File: config.mk
export PLATFORM = sky130hd
export DESIGN_NAME = debounce_pair
export DESIGN_NICKNAME = d
export VERILOG_FILES = /design/src/rtl/debounce_pair_pkg.sv /design/src/rtl/debounce_chan.sv /design/src/rtl/debounce_pair.sv
export SDC_FILE = /design/constraint.sdc
export NUM_CORES = 1
export LEC_CHECK = 0
export CORE_AREA = 3 3 40 42
export CTS_CLUSTER_DIAMETER = 100
export DETAILED_ROUTE_END_ITERATION = 7
export DIE_AREA = 0 0 43 45
export PLACE_DENSITY = 0.74
export SLEW_MARGIN = 10
export SYNTH_ARGS = -nofsm -noshare
export SYNTH_HDL_FRONTEND = slang
export SYNTH_SLANG_ARGS = --single-unit
File: constraint.sdc
create_clock -name clk -period 2.1 [get_ports clk]
set_input_delay 0.42 -clock clk [delete_from_list [all_inputs] [get_ports clk]]
set_output_delay 0.42 -clock clk [all_outputs]
set_load 0.1 [all_outputs]
File: src/rtl/debounce_pair_pkg.sv
// Shared constants and helpers for the debounce blocks.
package debounce_pair_pkg;

  localparam int DEFAULT_STABLE_CYCLES = 4;

  // Ceiling log2, usable in constant expressions for counter sizing.
  function automatic int clog2(input int value);
    int res;
    res = 0;
    while ((1 << res) < value) res++;
    return res;
  endfunction

endpackage

File: src/rtl/debounce_chan.sv
// One debounce channel: two-flop synchroniser, stability counter and
// registered rise/fall pulses aligned with the clean level change.
module debounce_chan
  import debounce_pair_pkg::*;
#(
  parameter int STABLE_CYCLES = DEFAULT_STABLE_CYCLES,
  parameter int CNT_W         = clog2(STABLE_CYCLES + 1)
) (
  input  logic clk,
  input  logic rst_n,
  input  logic raw,
  output logic clean,
  output logic rise,
  output logic fall
);

  localparam logic [CNT_W-1:0] CNT_MAX = CNT_W'(STABLE_CYCLES - 1);

  logic             s1, s2;
  logic [CNT_W-1:0] cnt;

  // Bring the asynchronous input into the clk domain.
  always_ff @(posedge clk) begin
    if (!rst_n) begin
      s1 <= 1'b0;
      s2 <= 1'b0;
    end else begin
      s1 <= raw;
      s2 <= s1;
    end
  end

  // Follow s2 only after it has disagreed with clean for STABLE_CYCLES
  // consecutive edges; any agreeing cycle restarts the count.
  always_ff @(posedge clk) begin
    if (!rst_n) begin
      cnt   <= '0;
      clean <= 1'b0;
      rise  <= 1'b0;
      fall  <= 1'b0;
    end else begin
      rise <= 1'b0;
      fall <= 1'b0;
      if (s2 == clean) begin
        cnt <= '0;
      end else if (cnt == CNT_MAX) begin
        clean <= s2;
        cnt   <= '0;
        rise  <= s2;
        fall  <= ~s2;
      end else begin
        cnt <= cnt + CNT_W'(1);
      end
    end
  end

endmodule

File: src/rtl/debounce_pair.sv
// N independent debounce channels feeding the gate inputs
// (clean_out[0] = a, clean_out[1] = b) plus per-channel edge pulses.
module debounce_pair
  import debounce_pair_pkg::*;
#(
  parameter int N             = 2,
  parameter int STABLE_CYCLES = DEFAULT_STABLE_CYCLES
) (
  input  logic         clk,
  input  logic         rst_n,
  input  logic [N-1:0] raw_in,
  output logic [N-1:0] clean_out,
  output logic [N-1:0] rise,
  output logic [N-1:0] fall
);

  localparam int CNT_W = clog2(STABLE_CYCLES + 1);

  if (STABLE_CYCLES < 1) begin : g_bad_stable
    $error("debounce_pair: STABLE_CYCLES must be >= 1");
  end

  for (genvar i = 0; i < N; i++) begin : g_chan
    debounce_chan #(
      .STABLE_CYCLES(STABLE_CYCLES),
      .CNT_W        (CNT_W)
    ) u_chan (
      .clk  (clk),
      .rst_n(rst_n),
      .raw  (raw_in[i]),
      .clean(clean_out[i]),
      .rise (rise[i]),
      .fall (fall[i])
    );
  end

endmodule
======== Word-level counts from Yosys, hierarchy flattened ========
Index checks and enable logic that the tools add are counted.
storage, ports and cells
  register bits ........................... 16
  input port bits ......................... 4
  output and inout port bits .............. 6
  word-level logic and storage cells ...... 31
cells by class
  add/sub/neg operators ................... 2
  equality and inequality tests ........... 4
  bitwise operators ....................... 7
  reductions and logical operators ........ 6
operators by type and width
  cell                 count
  $reduce_or 3->1      4
  $not 1->1            7
  $add 3x1->3 const B  2
  $eq 3x2->1 const B   2
  $reduce_and 2->1     2
  $eq 1x1->1           2

======== Depth between registers and ports, before layout ========
  depth in word-level cells ............... 3
  gate-level depth with buffers ........... 4
  depth with buffers taken out ............ 4

======== Hierarchy ========
A second synthesis with hierarchy kept.
unflattened totals
  cell total of the unflattened synthesis .. 44
  area total of the unflattened synthesis .. 550.5 sq um
modules (own cells, without submodules)
  module         times used  cells an instance  area each (sq um)  sequential area each (sq um)
  debounce_chan  2           22                 275.3              160.2

======== Least setup slack after synthesis ========
No wires, ideal clock.
  path type ............................... register -> output
  start point ............................. reg g_chan[0].u_chan.clean
  end point ............................... out clean_out[0]
  arrival ................................. 0.665 ns
  required time ........................... 1.680 ns
  slack ................................... 1.015 ns
  stages on the path, launching flop included .. 2
  buffers on the path ..................... 1
  cells stage by stage .................... dfxtp_1 buf_4
RTL lines
  what                    RTL line             source
  start, declared         debounce_chan.sv:12  output logic clean,
  start signal, assigned  debounce_chan.sv:38  clean <= 1'b0;
  start signal, assigned  debounce_chan.sv:47  clean <= s2;
  end, declared           debounce_pair.sv:12  output logic [N-1:0] clean_out,
No word-level cell between the ends.

======== Worst setup path in the final report ========
  start point ............................. reg g_chan[0].u_chan.clean
  end point ............................... out clean_out[0]
No word-level cell between the ends.

==> summary.txt <==
Routing
  • Number of iterations in the first detailed-routing pass: 2
  • Post-detailed-route DRC marker count: 0
  • DRC violation total after the first TritonRoute iteration: 2
  • Number of vias in the routed layout: 331
  • Routed Wire Length: 712 um
  • Post-detailed-route wirelength per cell: 10.03 um
  • Vias per cell: 4.662
  • Post-route antenna net violation count: 0

Hold path
  • Worst hold path class: reg -> reg

Cells and area
  • ANT cells: 0
  • Fin area: 666.9 um2
  • Fraction of final layout cells with drive strength greater than 1: 0.1964
  • Net total in the final layout: 66
  • Area growth from synthesis to final layout: 11.04%

Power and ir drop
  • Maximum ir drop on the vdd rail: 0.3991 mV
  • Net switching fraction of the power: 0.1936
  • Leakage power of the design: 0.2544 nW
  • Net switching power: 0.09239 mW
  • Flop pwr share: 0.650
  • Power density of the placed cells: 715.5 nW/um2
  • Internal power component: 0.3848 mW
  • Clock Power Share: 0.317
  • Logic gate share of total power: 0.033

Floorplanning
  • Floorplan row count: 13
  • Horizontal die dimension: 43 um
  • Core footprint: 1285 um2
  • Die ar.: 1935 um2
  • Top Ports: 10
  • Die outline height: 45 um
  • Initial core utilization: 0.4674

Clock network
  • Post-CTS Setup Bufs: 0
  • Clk sinks: 16
  • Clock root cell: clkbuf_4
  • Depth of the CTS H-tree: 1
  • Hold_buf cts: 0
  • Clock tree buffer depth: 2
  • Clock input transition at the sequential cells of the worst setup and hold paths: 80 ps
  • Number of clock buffers inserted by TritonCTS: 3
  • CTS tree: built
  • Number of gates resized after CTS: 0
  • Latest clock arrival within the worst-skew pair: 280 ps

Timing
  • Maximum clock skew at final layout: 0.7834 ps
  • RSZ-0062 raised after global routing: false
  • Max frequency: 688.2 MHz
  • Setup-failing EPs final: 0
  • Tightest Pin Transition: 368.9 ps
  • Final Cycle Share: 0.6919
  • Max-slew violation count: 0
  • Crit path time final: 1453 ps
  • Headroom to the max-slew limit: 0.7533
  • Final count of hold timing violations: 0
  • Worst hold slack after final layout: 436.3 ps
  • Setup TNS after final layout: 0 ps

Place
  • Port-buffer cells: 9
  • Placed instance area: 644.4 um2
  • Total half-perimeter wirelength after legalization and detailed placement: 484 um
  • Routability cong.: 0.6432

Yosys
  • Post-synth EDFFs: 0
  • Summed instance area of the synthesized netlist: 600.6 um2
  • Synth warn: 0
  • Top cell type's share of synthesized area: 0.5333
  • Predominant post-synthesis flop cell: dfxtp_1
  • Top area cells in the synthesized netlist: dfxtp_1 53%, ha_1 8.3%, buf_4 7.5%
  • Count leader, synth: dfxtp_1
  • Register area share after synthesis: 0.5333
  • Total nets after synthesis: 59
  • Avg Inst Size Synth: 11.78 um2
  • Largest area contributor in the netlist: dfxtp_1
  • Flop and latch count out of synthesis: 16
  • Instance count of the mapped netlist: 51
  • Post-synth cell types: 13
  • Fraction of registers with async set or reset after synthesis: 0
  • Most numerous cell types in the synthesized netlist: 16 x dfxtp_1, 6 x buf_4

Critical path
  • Critical-path maximum fanout: 5
  • Buffering stage count on the worst path with inverters included: 1
  • Critical path startpoint category: flip-flop
  • Data required time at the worst endpoint: 1680 ps
  • Standard cell with the maximum stage delay on the critical path: dfxtp_1
  • Cells along the critical path: buf_4
  • Slowest stage delay, CP: 420 ps
  • Arrival time reported for the critical path endpoint: 1030 ps
  • CP Capture Type: output port
  • CP top delay family: flip-flops
  • Type of the worst setup path: reg -> out

GRT
  • Pin count of the biggest net entering global routing: 15
  • Combined global-route utilization of all metal layers: 0.1024
  • Wire length of the first global-routing pass: 1311 um
  • Vias in the first global route: 313
  • Number of antenna violations at the first check in global routing: 0
  • Global-route congestion overflow total: 0

Outcome
  • Status: finished clean

Flow run
  • Number of max-cap violations: 0
## cell usage in the layout (no fill, tap or decap)
cell type	count
dfxtp_1	16
inv_1	2
clkdlybuf4s50_1	3
and2_1	4
buf_4	6
clkbuf_4	3
nor4b_1	4
xnor2_1	2
nand2_1	2
nor2b_1	2
nor3b_1	4
mux2i_1	2
and4bb_2	2
ha_1	4
## power by group through the flow
stage	Sequential [mW]	Combinational, mW	Clock [mW]
after floorplan	0.317	0.00905	0
after global placement	0.317	0.0158	0
after detailed placement	0.318	0.0158	0
after CTS	0.310	0.0159	0.163
after global routing	0.311	0.0180	0.174
final	0.310	0.0157	0.151
## final cells by class
cell class	instances	area [um2]
Fill cell	126	618.1
Timing Repair Buffer	9	75.07
Inverter	2	7.507
Clock buffer	3	22.52
Multi-Input combinational cell	26	222.7
Sequential cell	16	320.3
Tap cell	15	18.77
## worst paths after layout
kind,from,endpoint,slack [ps],cells past startpoint
max,g_chan[0].u_chan.clean,clean_out[0],650,1
min,g_chan[1].u_chan.cnt[0],g_chan[1].u_chan.cnt[0],440,1
max reg2reg,g_chan[0].u_chan.cnt[0],g_chan[0].u_chan.cnt[0],950,3
min reg2reg,g_chan[1].u_chan.cnt[0],g_chan[1].u_chan.cnt[0],440,1
## sequential cells by signal (all words and copies together) (netlist names)
signal	count
g_chan.u_chan.clean	2
g_chan.u_chan.rise	2
g_chan.u_chan.s1	2
g_chan.u_chan.cnt	6
g_chan.u_chan.s2	2
g_chan.u_chan.fall	2
## worst register-to-register path, stage by stage, from the launching register on
cell and delay [ps]:
dfxtp_1 320, ha_1 190, ha_1 240, nor4b_1 300
## per-stage QoR
| stage | total power [mW] | util | setup WS (ps) | instances |
|---|---|---|---|---|
| CTS | 0.4890 | 0.5190 | 644.3 | 71 |
| floorplan | 0.3261 | - | 1015 | 51 |
| global route | 0.5029 | 0.5190 | 604.8 | 71 |
| finish | 0.4772 | 0.5190 | 647.0 | 71 |
| detailed placement | 0.3334 | 0.5015 | 582.1 | 68 |
| global placement | 0.3333 | 0.5015 | 581.4 | 68 |
## routing by layer
layer | track usage | vias up | wire length (um)
met5 | 0 | - | 0
met4 | 0.1084 | 0 | 36
met3 | 0.05976 | 5 | 72
met2 | 0.1407 | 11 | 253
met1 | 0.1037 | 138 | 350
li1 | - | 177 | -
## logic make-up (layout without fill, tap and decap cells)
| group | Yosys count | count (layout) | share of synthesized area |
|---|---|---|---|
| and+or+nand+nor | 18 | 18 | 0.2250 |
| DFF | 16 | 16 | 0.5333 |
| buffers and inverters | 9 | 14 | 0.09582 |
| adders and majority gates | 4 | 4 | 0.08334 |
| xor gates and xnor gates | 2 | 2 | 0.02917 |
| muxes | 2 | 2 | 0.03333 |
Power figures use the tool's default switching activity.
